**config.mk**
```make
export PLATFORM = sky130hd
export DESIGN_NAME = mem_port_arbiter_flat
export DESIGN_NICKNAME = d
export VERILOG_FILES = /design/src/rtl/mem_port_arbiter_pkg.sv /design/src/rtl/mem_port_arbiter_if.sv /design/src/rtl/mem_port_arbiter_streak_ctr.sv /design/src/rtl/mem_port_arbiter.sv /design/src/flat_wrapper.sv
export SDC_FILE = /design/constraint.sdc
export NUM_CORES = 1
export LEC_CHECK = 0
export ABC_CLOCK_PERIOD_IN_PS = 1500
export BUFFER_PORTS_ARGS = -buffer_cell sky130_fd_sc_hd__buf_4
export CAP_MARGIN = 20
export CORE_UTILIZATION = 35
export CTS_BUF_LIST = sky130_fd_sc_hd__clkbuf_8
export DETAILED_ROUTE_END_ITERATION = 6
export GPL_TIMING_DRIVEN = 0
export PLACE_DENSITY = 0.74
export SYNTH_ARGS = -nofsm -noshare
export SYNTH_HDL_FRONTEND = slang
export SYNTH_SLANG_ARGS = --single-unit
```
**constraint.sdc**
```tcl
create_clock -name clk -period 1.5 [get_ports clk]
set_input_delay 0.225 -clock clk [delete_from_list [all_inputs] [get_ports clk]]
set_output_delay 0.225 -clock clk [all_outputs]
set_load 0.05 [all_outputs]
```
**src/rtl/mem_port_arbiter_pkg.sv**
```systemverilog
// ---------------------------------------------------------------------------
// mem_arb_pkg
// Shared types for the unified-memory port arbiter.
//   arb_state_t : arbiter sequencing states (IDLE, ISSUE, WAIT, RESP)
//   owner_t     : which requester currently owns the memory port
//   WSTRB_W     : width of the byte write strobe (one bit per byte of 32 bits)
// No ports; imported by the interface, the top and its sub-module.
// ---------------------------------------------------------------------------
package mem_arb_pkg;

   typedef enum logic [1:0] {
      IDLE  = 2'd0,
      ISSUE = 2'd1,
      WAIT  = 2'd2,
      RESP  = 2'd3
   } arb_state_t;

   typedef enum logic {
      OWN_IF = 1'b0,
      OWN_DM = 1'b1
   } owner_t;

   localparam int WSTRB_W = 4;

endpackage

```
**src/rtl/mem_port_arbiter_if.sv**
```systemverilog
// ---------------------------------------------------------------------------
// mem_port_arbiter_if
// Bundles every bus signal around the arbiter: the instruction-fetch request
// channel, the data-memory request channel, the pipeline stall, and the
// single memory-macro port.
//   slave  modport : the arbiter's view (takes requests, drives the memory)
//   master modport : the surrounding system's view (CPU requesters + memory)
// Parameters: ADDR_W byte address width, DATA_W data width.
// ---------------------------------------------------------------------------
interface mem_port_arbiter_if #(
   parameter int ADDR_W = 32,
   parameter int DATA_W = 32
);
   import mem_arb_pkg::*;

   // Instruction-fetch channel
   logic               if_req;
   logic [ADDR_W-1:0]  if_addr;
   logic               if_done;
   logic [DATA_W-1:0]  if_rdata;

   // Data-memory channel
   logic               dm_en;
   logic               dm_write;
   logic [ADDR_W-1:0]  dm_addr;
   logic [DATA_W-1:0]  dm_wdata;
   logic [WSTRB_W-1:0] dm_wstrb;
   logic               dm_done;
   logic [DATA_W-1:0]  dm_rdata;

   // Pipeline stall
   logic               cpu_stall;

   // Memory macro port
   logic               mem_cs;
   logic               mem_we;
   logic [ADDR_W-1:0]  mem_addr;
   logic [DATA_W-1:0]  mem_wdata;
   logic [WSTRB_W-1:0] mem_wstrb;
   logic [DATA_W-1:0]  mem_rdata;

   modport slave (
      input  if_req, if_addr,
      input  dm_en, dm_write, dm_addr, dm_wdata, dm_wstrb,
      input  mem_rdata,
      output if_done, if_rdata,
      output dm_done, dm_rdata,
      output cpu_stall,
      output mem_cs, mem_we, mem_addr, mem_wdata, mem_wstrb
   );

   modport master (
      output if_req, if_addr,
      output dm_en, dm_write, dm_addr, dm_wdata, dm_wstrb,
      output mem_rdata,
      input  if_done, if_rdata,
      input  dm_done, dm_rdata,
      input  cpu_stall,
      input  mem_cs, mem_we, mem_addr, mem_wdata, mem_wstrb
   );

endinterface

```
**src/rtl/mem_port_arbiter_streak_ctr.sv**
```systemverilog
// ---------------------------------------------------------------------------
// arb_streak_ctr
// Counts consecutive data-memory grants made while a fetch is waiting, so the
// arbiter can hand the port to the fetch once the streak reaches its limit.
// Ports:
//   clk, rst  : clock, synchronous active-low reset
//   i_clr     : clear the streak (takes priority over i_inc)
//   i_inc     : add one, saturating at MAX_DM_STREAK
//   o_streak  : current streak value
// ---------------------------------------------------------------------------
module arb_streak_ctr #(
   parameter int MAX_DM_STREAK = 4,
   parameter int CNT_W         = 4
) (
   input  logic             clk,
   input  logic             rst,
   input  logic             i_clr,
   input  logic             i_inc,
   output logic [CNT_W-1:0] o_streak
);

   localparam logic [CNT_W-1:0] STREAK_MAX = CNT_W'(MAX_DM_STREAK);

   logic [CNT_W-1:0] r_streak;

   // Saturating counter: holds at the limit so the arbiter keeps seeing the
   // "fetch must win" condition until a clearing grant happens.
   always_ff @(posedge clk) begin
      if (!rst) begin
         r_streak <= '0;
      end else if (i_clr) begin
         r_streak <= '0;
      end else if (i_inc && (r_streak != STREAK_MAX)) begin
         r_streak <= r_streak + 1'b1;
      end
   end

   assign o_streak = r_streak;

endmodule

```
**src/rtl/mem_port_arbiter.sv**
```systemverilog
// ---------------------------------------------------------------------------
// mem_port_arbiter
// Shares one single-port unified memory between the instruction-fetch and
// data-memory requesters. One access at a time: arbitrate in IDLE, drive the
// memory for one ISSUE cycle, wait MEM_LAT cycles on reads, then pulse the
// owner's done in RESP. The pipeline is stalled while any request is pending.
// Ports:
//   clk  : clock, rising edge
//   rst  : synchronous active-low reset
//   bus  : mem_port_arbiter_if.slave (fetch channel, data channel,
//          cpu_stall, memory macro port)
// Parameters: ADDR_W, DATA_W (32), MEM_LAT (1..7), MAX_DM_STREAK (1..15).
// ---------------------------------------------------------------------------
module mem_port_arbiter
   import mem_arb_pkg::*;
#(
   parameter int ADDR_W        = 32,
   parameter int DATA_W        = 32,
   parameter int MEM_LAT       = 2,
   parameter int MAX_DM_STREAK = 4
) (
   input  logic                clk,
   input  logic                rst,
   mem_port_arbiter_if.slave   bus
);

   localparam logic [1:0] S_IDLE  = IDLE;
   localparam logic [1:0] S_ISSUE = ISSUE;
   localparam logic [1:0] S_WAIT  = WAIT;
   localparam logic [1:0] S_RESP  = RESP;

   localparam int               STREAK_W   = 4;
   localparam int               LAT_W      = 3;
   localparam logic [STREAK_W-1:0] STREAK_MAX = STREAK_W'(MAX_DM_STREAK);
   localparam logic [LAT_W-1:0] LAT_LOAD   = LAT_W'(MEM_LAT - 1);

   logic [1:0]          r_state;
   owner_t              r_owner;
   logic [LAT_W-1:0]    r_latCnt;
   logic                r_memCs;
   logic                r_memWe;
   logic [ADDR_W-1:0]   r_memAddr;
   logic [DATA_W-1:0]   r_memWdata;
   logic [WSTRB_W-1:0]  r_memWstrb;
   logic                r_ifDone;
   logic                r_dmDone;
   logic [DATA_W-1:0]   r_ifRdata;
   logic [DATA_W-1:0]   r_dmRdata;

   logic                w_anyReq;
   logic                w_grantDm;
   logic                w_arbitrate;
   logic                w_streakInc;
   logic                w_streakClr;
   logic [STREAK_W-1:0] w_streak;

   // Data wins a tie unless it has already taken the port MAX_DM_STREAK times
   // in a row while the fetch was waiting; then the fetch goes next.
   assign w_anyReq    = bus.if_req | bus.dm_en;
   assign w_grantDm   = bus.dm_en & ~(bus.if_req & (w_streak == STREAK_MAX));
   assign w_arbitrate = (r_state == S_IDLE) & w_anyReq;
   assign w_streakInc = w_arbitrate & w_grantDm & bus.if_req;
   assign w_streakClr = w_arbitrate & ~w_streakInc;

   arb_streak_ctr #(
      .MAX_DM_STREAK (MAX_DM_STREAK),
      .CNT_W         (STREAK_W)
   ) u_streak (
      .clk      (clk),
      .rst      (rst),
      .i_clr    (w_streakClr),
      .i_inc    (w_streakInc),
      .o_streak (w_streak)
   );

   // Main sequencer. The memory command is captured at the arbitration edge so
   // it is stable for the whole ISSUE cycle; chip select and write enable are
   // defaulted low so they can only be high during ISSUE. The done pulses are
   // set on entry to RESP and defaulted low, giving exactly one cycle each.
   always_ff @(posedge clk) begin
      if (!rst) begin
         r_state    <= S_IDLE;
         r_owner    <= OWN_IF;
         r_latCnt   <= '0;
         r_memCs    <= 1'b0;
         r_memWe    <= 1'b0;
         r_memAddr  <= '0;
         r_memWdata <= '0;
         r_memWstrb <= '0;
         r_ifDone   <= 1'b0;
         r_dmDone   <= 1'b0;
         r_ifRdata  <= '0;
         r_dmRdata  <= '0;
      end else begin
         r_memCs  <= 1'b0;
         r_memWe  <= 1'b0;
         r_ifDone <= 1'b0;
         r_dmDone <= 1'b0;
         case (r_state)
            S_IDLE: begin
               if (w_anyReq) begin
                  r_state <= S_ISSUE;
                  r_memCs <= 1'b1;
                  if (w_grantDm) begin
                     r_owner    <= OWN_DM;
                     r_memWe    <= bus.dm_write;
                     r_memAddr  <= bus.dm_addr;
                     r_memWdata <= bus.dm_write ? bus.dm_wdata : '0;
                     r_memWstrb <= bus.dm_write ? bus.dm_wstrb : '0;
                  end else begin
                     r_owner    <= OWN_IF;
                     r_memWe    <= 1'b0;
                     r_memAddr  <= bus.if_addr;
                     r_memWdata <= '0;
                     r_memWstrb <= '0;
                  end
               end
            end
            S_ISSUE: begin
               // Writes complete immediately; reads wait out the memory latency.
               if (r_memWe) begin
                  r_state <= S_RESP;
                  if (r_owner == OWN_DM) begin
                     r_dmDone <= 1'b1;
                  end else begin
                     r_ifDone <= 1'b1;
                  end
               end else begin
                  r_state  <= S_WAIT;
                  r_latCnt <= LAT_LOAD;
               end
            end
            S_WAIT: begin
               // Read data is valid on the last WAIT cycle; only the owner's
               // data register is updated so the other keeps its last value.
               if (r_latCnt == '0) begin
                  r_state <= S_RESP;
                  if (r_owner == OWN_DM) begin
                     r_dmRdata <= bus.mem_rdata;
                     r_dmDone  <= 1'b1;
                  end else begin
                     r_ifRdata <= bus.mem_rdata;
                     r_ifDone  <= 1'b1;
                  end
               end else begin
                  r_latCnt <= r_latCnt - 1'b1;
               end
            end
            S_RESP: begin
               r_state <= S_IDLE;
            end
            default: begin
               r_state <= S_IDLE;
            end
         endcase
      end
   end

   assign bus.mem_cs    = r_memCs;
   assign bus.mem_we    = r_memWe;
   assign bus.mem_addr  = r_memAddr;
   assign bus.mem_wdata = r_memWdata;
   assign bus.mem_wstrb = r_memWstrb;
   assign bus.if_done   = r_ifDone;
   assign bus.if_rdata  = r_ifRdata;
   assign bus.dm_done   = r_dmDone;
   assign bus.dm_rdata  = r_dmRdata;

   // Stall is combinational so the pipeline freezes in the same cycle a request
   // appears, and releases in the cycle its done pulse arrives.
   assign bus.cpu_stall = rst & ((bus.if_req & ~r_ifDone) | (bus.dm_en & ~r_dmDone));

endmodule

```
**src/flat_wrapper.sv**
```systemverilog
// flat-port wrapper written by rule: the top's interface ports become plain ports
module mem_port_arbiter_flat import mem_arb_pkg::*;
#(
   parameter int ADDR_W        = 32,
   parameter int DATA_W        = 32,
   parameter int MEM_LAT       = 2,
   parameter int MAX_DM_STREAK = 4
)
  (clk, rst, bus_if_req, bus_if_addr, bus_dm_en, bus_dm_write, bus_dm_addr, bus_dm_wdata, bus_dm_wstrb, bus_mem_rdata, bus_if_done, bus_if_rdata, bus_dm_done, bus_dm_rdata, bus_cpu_stall, bus_mem_cs, bus_mem_we, bus_mem_addr, bus_mem_wdata, bus_mem_wstrb);
  mem_port_arbiter_if #(.ADDR_W(ADDR_W), .DATA_W(DATA_W)) bus_i ();
  input  logic clk;
  input  logic rst;
  input wire logic [$bits(bus_i.if_req)-1:0] bus_if_req;
  input wire logic [$bits(bus_i.if_addr)-1:0] bus_if_addr;
  input wire logic [$bits(bus_i.dm_en)-1:0] bus_dm_en;
  input wire logic [$bits(bus_i.dm_write)-1:0] bus_dm_write;
  input wire logic [$bits(bus_i.dm_addr)-1:0] bus_dm_addr;
  input wire logic [$bits(bus_i.dm_wdata)-1:0] bus_dm_wdata;
  input wire logic [$bits(bus_i.dm_wstrb)-1:0] bus_dm_wstrb;
  input wire logic [$bits(bus_i.mem_rdata)-1:0] bus_mem_rdata;
  output wire logic [$bits(bus_i.if_done)-1:0] bus_if_done;
  output wire logic [$bits(bus_i.if_rdata)-1:0] bus_if_rdata;
  output wire logic [$bits(bus_i.dm_done)-1:0] bus_dm_done;
  output wire logic [$bits(bus_i.dm_rdata)-1:0] bus_dm_rdata;
  output wire logic [$bits(bus_i.cpu_stall)-1:0] bus_cpu_stall;
  output wire logic [$bits(bus_i.mem_cs)-1:0] bus_mem_cs;
  output wire logic [$bits(bus_i.mem_we)-1:0] bus_mem_we;
  output wire logic [$bits(bus_i.mem_addr)-1:0] bus_mem_addr;
  output wire logic [$bits(bus_i.mem_wdata)-1:0] bus_mem_wdata;
  output wire logic [$bits(bus_i.mem_wstrb)-1:0] bus_mem_wstrb;
  assign bus_i.if_req = bus_if_req;
  assign bus_i.if_addr = bus_if_addr;
  assign bus_i.dm_en = bus_dm_en;
  assign bus_i.dm_write = bus_dm_write;
  assign bus_i.dm_addr = bus_dm_addr;
  assign bus_i.dm_wdata = bus_dm_wdata;
  assign bus_i.dm_wstrb = bus_dm_wstrb;
  assign bus_i.mem_rdata = bus_mem_rdata;
  assign bus_if_done = bus_i.if_done;
  assign bus_if_rdata = bus_i.if_rdata;
  assign bus_dm_done = bus_i.dm_done;
  assign bus_dm_rdata = bus_i.dm_rdata;
  assign bus_cpu_stall = bus_i.cpu_stall;
  assign bus_mem_cs = bus_i.mem_cs;
  assign bus_mem_we = bus_i.mem_we;
  assign bus_mem_addr = bus_i.mem_addr;
  assign bus_mem_wdata = bus_i.mem_wdata;
  assign bus_mem_wstrb = bus_i.mem_wstrb;
  mem_port_arbiter #(.ADDR_W(ADDR_W), .DATA_W(DATA_W), .MEM_LAT(MEM_LAT), .MAX_DM_STREAK(MAX_DM_STREAK)) u_core (.clk(clk), .rst(rst), .bus(bus_i));
endmodule
```
=== Word-level counts from Yosys, hierarchy flattened ===
Index checks and enable logic that the tools add are counted.

* Register bits: 146
* Output and inout port bits: 137
* Word-level logic and storage cells: 75
* Input bits: 137

* Reduce and logical (&&, ||, !) cells: 12
* Bitwise logic cells: 17
* Equal/unequal tests: 9
* $add $sub $neg: 2
* Muxes and demuxes: 22

{| class="wikitable"
|+ Operators with widths
! operator !! number
|-
| $mux W32 || 3
|-
| $and A1 B1 Y1 || 9
|-
| $mux W1 || 9
|-
| $reduce_and A3 Y1 || 3
|-
| $mux W4 || 2
|-
| $pmux W2 S4 || 1
|-
| $mux W3 || 2
|-
| $not A1 Y1 || 6
|-
| $pmux W3 S2 || 1
|-
| $reduce_and A2 Y1 || 3
|-
| $add A4 B1 Y4 const B || 1
|-
| $eq A2 B2 Y1 const B || 2
|-
| $eq A4 B3 Y1 const B || 1
|-
| $mux W2 || 2
|-
| $ne A2 B1 Y1 const B || 2
|-
| $ne A2 B2 Y1 const B || 2
|-
| $ne A4 B3 Y1 const B || 1
|-
| $pmux W1 S2 || 2
|-
| $reduce_and A4 Y1 || 1
|-
| $logic_not A3 Y1 || 1
|-
| $sub A3 B1 Y3 const B || 1
|-
| $eq A2 B1 Y1 const B || 1
|-
| $logic_not A2 Y1 || 1
|-
| $or A1 B1 Y1 || 2
|-
| 3 further kinds || 3
|}

=== Depth between registers and ports, before layout ===
* Depth in word-level cells: 9
* Depth in mapped cells: 8
* Depth with buffers taken out: 6

=== Hierarchy ===
Synthesis repeated with hierarchy kept, for this count alone.

* Cells, all modules: 562
* Area total of the unflattened synthesis: 5392.7 µm²

{| class="wikitable"
|+ Modules (own cells, without submodules)
! module !! cells an instance !! area an instance (µm²) !! sequential area each (µm²) !! instances
|-
| mem_port_arbiter || 536 || 5171.2 || 2842.7 || 1
|-
| arb_streak_ctr || 26 || 221.5 || 80.1 || 1
|}

=== Least setup slack after synthesis ===
No wires, ideal clock.

* Path type: input to output
* Start: in rst
* End: out bus_cpu_stall
* Cell stages on the path: 4
* Required time: 1.275 ns
* Path buffers: 3
* Arrival time: 1.246 ns
* Slack: 0.029 ns
* Cells stage by stage: buf_4 -> buf_1 -> clkbuf_1 -> and2_1

* Word-level cells in the longest chain between the ends: 1

{| class="wikitable"
|+ Ends and longest elaborated chain
! item !! RTL line !! text
|-
| from (decl) || flat_wrapper.sv:12 || <nowiki>input logic rst;</nowiki>
|-
| $and A1 B1 Y1 || mem_port_arbiter.sv:171 || <nowiki>assign bus.cpu_stall = rst & ((bus.if_req & ~r_ifDone) | (bus.dm_en & ~r_dmDone));</nowiki>
|-
| to (decl) || flat_wrapper.sv:25 || <nowiki>output wire logic [$bits(bus_i.cpu_stall)-1:0] bus_cpu_stall;</nowiki>
|}

No other way between the ends.

=== Worst setup path after layout ===
* Start: reg u_core.u_streak.r_streak[0], in the netlist u_core.u_streak.o_streak[0]
* End: reg u_core.r_memAddr[2], in the netlist u_core.bus.mem_addr[2]

* Word-level cells in the longest chain between the ends: 5

{| class="wikitable"
|+ Ends and longest elaborated chain
! item !! RTL line !! text
|-
| from (decl) || mem_port_arbiter_streak_ctr.sv:24 || <nowiki>logic [CNT_W-1:0] r_streak;</nowiki>
|-
| from (signal assigned) || mem_port_arbiter_streak_ctr.sv:34 || <nowiki>r_streak <= r_streak + 1'b1;</nowiki>
|-
| $eq A4 B3 Y1 || mem_port_arbiter.sv:60 || <nowiki>assign w_grantDm = bus.dm_en & ~(bus.if_req & (w_streak == STREAK_MAX));</nowiki>
|-
| $and A1 B1 Y1 || mem_port_arbiter.sv:60 ||
|-
| $not A1 Y1 || mem_port_arbiter.sv:60 ||
|-
| $and A1 B1 Y1 || mem_port_arbiter.sv:60 ||
|-
| $mux W32 || mem_port_arbiter.sv:104 || <nowiki>if (w_grantDm) begin</nowiki>
|-
| to (signal assigned) || mem_port_arbiter.sv:107 || <nowiki>r_memAddr <= bus.dm_addr;</nowiki>
|-
| to (signal assigned) || mem_port_arbiter.sv:113 || <nowiki>r_memAddr <= bus.if_addr;</nowiki>
|-
| to (decl) || mem_port_arbiter.sv:42 || <nowiki>logic [ADDR_W-1:0] r_memAddr;</nowiki>
|}

No other way between the ends.
A chain may end at the register's enable or synchronous reset.

==> impl_metrics.env <==
export IMPL_status="complete, but fails checks"
export IMPL_violations="setup timing"
export IMPL_drive_gt1_share_pct=45.1
export IMPL_yosysTopAreaCell="dfxtp_1"
export IMPL_finalSetupTns_ns=-0.0978
export IMPL_place_ws_ns=-0.357
export IMPL_start_util_pct=36.4
export IMPL_drtIter0Drc=200
export IMPL_finalSetupViolCount=6
export IMPL_fp_dieH_um=129
export IMPL_pin_count=274
export IMPL_syn_inst=626
export IMPL_synthToLayoutAreaGrowth_pct=74.5
export IMPL_synth_seq_area_share_pct=52.1
export IMPL_synthDominantCellAreaShare_pct=52.1
export IMPL_die_w_um=129
export IMPL_grt_pass1_wl_um=29000
export IMPL_power_per_cell_area_nw_per_um2=1530
export IMPL_p_total_w=0.0150
export IMPL_syn_nets=771
export IMPL_endpoint_kind="register"
export IMPL_io_buffer_count=273
export IMPL_rsz0062_at_grt="true"
export IMPL_via_per_inst=4.90
export IMPL_overflow=0
export IMPL_dp_hpwl_um=12400
export IMPL_clkLatencyLatePin_ns=0.46
export IMPL_numCtsBuffers=17
export IMPL_synth_cell_types=37
export IMPL_final_hold_violation_count=0
export IMPL_core_area_um2=15400
export IMPL_gp_congestion=0.791
export IMPL_ys_flop_type="dfxtp_1"
export IMPL_grt_total_usage_pct=22.7
export IMPL_hp_class="in -> reg"
export IMPL_yosysWarnings=0
export IMPL_clock_sinks=146
export IMPL_crit_path_top_delay_cell="dfxtp_4"
export IMPL_cp_max_fo=9
export IMPL_whs_ns=0.0237
export IMPL_ys_async_sr_fraction_pct=0
export IMPL_critPathMaxStageDelay_ns=0.36
export IMPL_nNetsFinal=1151
export IMPL_first_pass_iters=4
export IMPL_ant_nets=0
export IMPL_drv_cap=0
export IMPL_worstPathArrival_ns=1.88
export IMPL_first_global_vias=5795
export IMPL_diodes=0
export IMPL_crit_family="simple AND/OR/NAND/NOR gates"
export IMPL_path_cells="inv_4, ha_4, nand4b_1, and2_4, clkbuf_16, a21oi_2, a21oi_1"
export IMPL_vias=6022
export IMPL_max_freq_mhz=653
export IMPL_path_clk_slew_ns=0.08
export IMPL_wl_um=20000
export IMPL_crit_required_ns=1.85
export IMPL_cts_tree="done"
export IMPL_clockBufferDepth=2
export IMPL_slew_headroom_pct=62.0
export IMPL_cts_root_buffer="clkbuf_8"
export IMPL_timing_reg2reg_setup_slack_ns=-0.03
export IMPL_wl_per_cell_um=16.3
export IMPL_path_buf_inv=2
export IMPL_worst_clock_skew_ns=0.0189
export IMPL_setup_ws_ns=-0.0311
export IMPL_path_class="reg -> reg"
export IMPL_ir_drop_v=0.00120
export IMPL_drc=0
export IMPL_syn_cell_area_um2=5610
export IMPL_finalCritPeriodShare_pct=102
export IMPL_rows=45
export IMPL_post_route_util_pct=63.5
export IMPL_worst_slew_pin_transition_ns=0.571
export IMPL_synth_edf_count=0
export IMPL_synthTopCellsByArea="dfxtp_1 (52%), nand2_1 (11%), a21boi_0 (7.2%)"
export IMPL_cp_start_kind="register"
export IMPL_grt_max_degree=20
export IMPL_ys_ff_latch=146
export IMPL_syn_area_per_cell_um2=8.96
export IMPL_leakagePower_nw=4.30
export IMPL_maxSlewViolCount=0
export IMPL_antenna_found_initial=0
export IMPL_period_minus_slack_ns=1.53
export IMPL_die_area_um2=16500
export IMPL_htreeDepth=4
-- flip-flops by register name, summed over array words and instances (netlist names), 2 cells and up --
| signal | count |
|---|---|
| u_core.u_streak.o_streak | 4 |
| u_core.bus.dm_rdata | 32 |
| u_core.bus.if_rdata | 32 |
| u_core.bus.mem_wstrb | 4 |
| u_core.r_latCnt | 3 |
| u_core.bus.mem_addr | 32 |
| u_core.r_state | 2 |
| u_core.bus.mem_wdata | 32 |
-- synthesized netlist by cell type (6+ instances only) --
cell      count
a22o_1       36
clkbuf_1     16
buf_6        10
nor2b_1       6
a21boi_0     54
nand2_1     164
buf_2        12
a21boi_1     12
ha_1          8
nand3_1       6
o21ai_0      36
nor2_1        6
dfxtp_1     146
inv_1        12
a21oi_1      67
-- power breakdown --
| group | switching (W) | internal (W) |
|---|---|---|
| combinational | 0.00440 | 0.00270 |
| sequential | 0.000379 | 0.00452 |
| clock | 0.00154 | 0.00144 |
-- worst min-delay path: cells and delay by family --
kind	cells	cell delay [ns]
compound gates	1	0.04
buf+inv	1	0.12
simple gates	1	0.05
-- layout by cell type (no fill, tap or decap), types with 3 or more instances in the layout --
cell,Yosys,routed
inv_2,0,4
nor2b_1,6,6
a21boi_2,0,13
buf_12,0,5
dfxtp_2,0,4
a21oi_2,0,29
buf_6,10,17
nand2_2,1,13
inv_1,12,6
clkbuf_8,0,20
nor2_1,6,6
o21ai_0,36,36
nand2_1,164,144
clkinv_2,0,5
buf_4,4,293
ha_1,8,4
dlygate4sd3_1,0,62
a21oi_4,0,4
ha_4,0,4
nand3_1,6,6
a22oi_1,3,3
dfxtp_1,146,140
buf_8,0,10
a21boi_1,12,49
clkbuf_16,0,3
a21oi_1,67,34
a21boi_0,54,3
clkbuf_1,16,9
nor2_4,4,4
a22o_1,36,36
nand2_4,0,8
-- area by class of cell --
class,count,area [um2]
Fill cell,1267,5630
Timing Repair Buffer,363,3010
Sequential cell,146,2940
Multi-Input combinational cell,425,2760
Buffer,41,387
Clock buffer,20,275
Tap cell,211,264
Clock inverter,12,105
Inverter,12,50.0
-- worst paths after layout --
| path | startpoint | to | depth (start not counted) |
|---|---|---|---|
| max | u_core.u_streak.o_streak[0]$_SDFFE_PP0P_ | u_core.bus.mem_addr[2]$_SDFFE_PN0P_ | 7 |
| min | bus_mem_rdata[31] | u_core.bus.dm_rdata[31]$_SDFFE_PN0P_ | 3 |
| max reg2reg | u_core.u_streak.o_streak[0]$_SDFFE_PP0P_ | u_core.bus.mem_addr[2]$_SDFFE_PN0P_ | 7 |
| min reg2reg | u_core.bus.if_rdata[2]$_SDFFE_PN0P_ | u_core.bus.if_rdata[2]$_SDFFE_PN0P_ | 2 |
-- kinds of logic after synthesis --
logic type                 after synthesis  share of synthesized area (%)
AOI/OAI and AO/OA                      217                           25.4
and+or+nand+nor                        198                           14.8
DFF                                    146                           52.1
buffers and inverters                   55                           5.55
adders and majority gates                8                           1.78
muxes                                    2                          0.357
-- timing repair --
item                                   in CTS  in global routing
setup endpoints to repair                 140                137
hold buffers                               60                  2
resized for setup                          63                173
pin swaps                                  11                 65
cloned                                      6                  4
endpoints found under the hold margin      61                  2
setup buffers                               9                  9
-- stage by stage --
stage                     instances  instance area (um2)
after floorplan                 626                 5610
after global placement         1110                 7930
after detailed placement       1110                 7930
after CTS                      1216                 9190
after global routing           1230                 9790
final                          1230                 9790
-- layer usage --
metal,GRT usage [%],vias to the layer above,wire (um)
met3,6.82,34,1380
met1,25.6,2847,8090
li1,-,2887,-
met5,0,-,0
met4,8.51,0,430
met2,40.3,254,10100
Note: power is estimated with default switching activity, not from simulation.
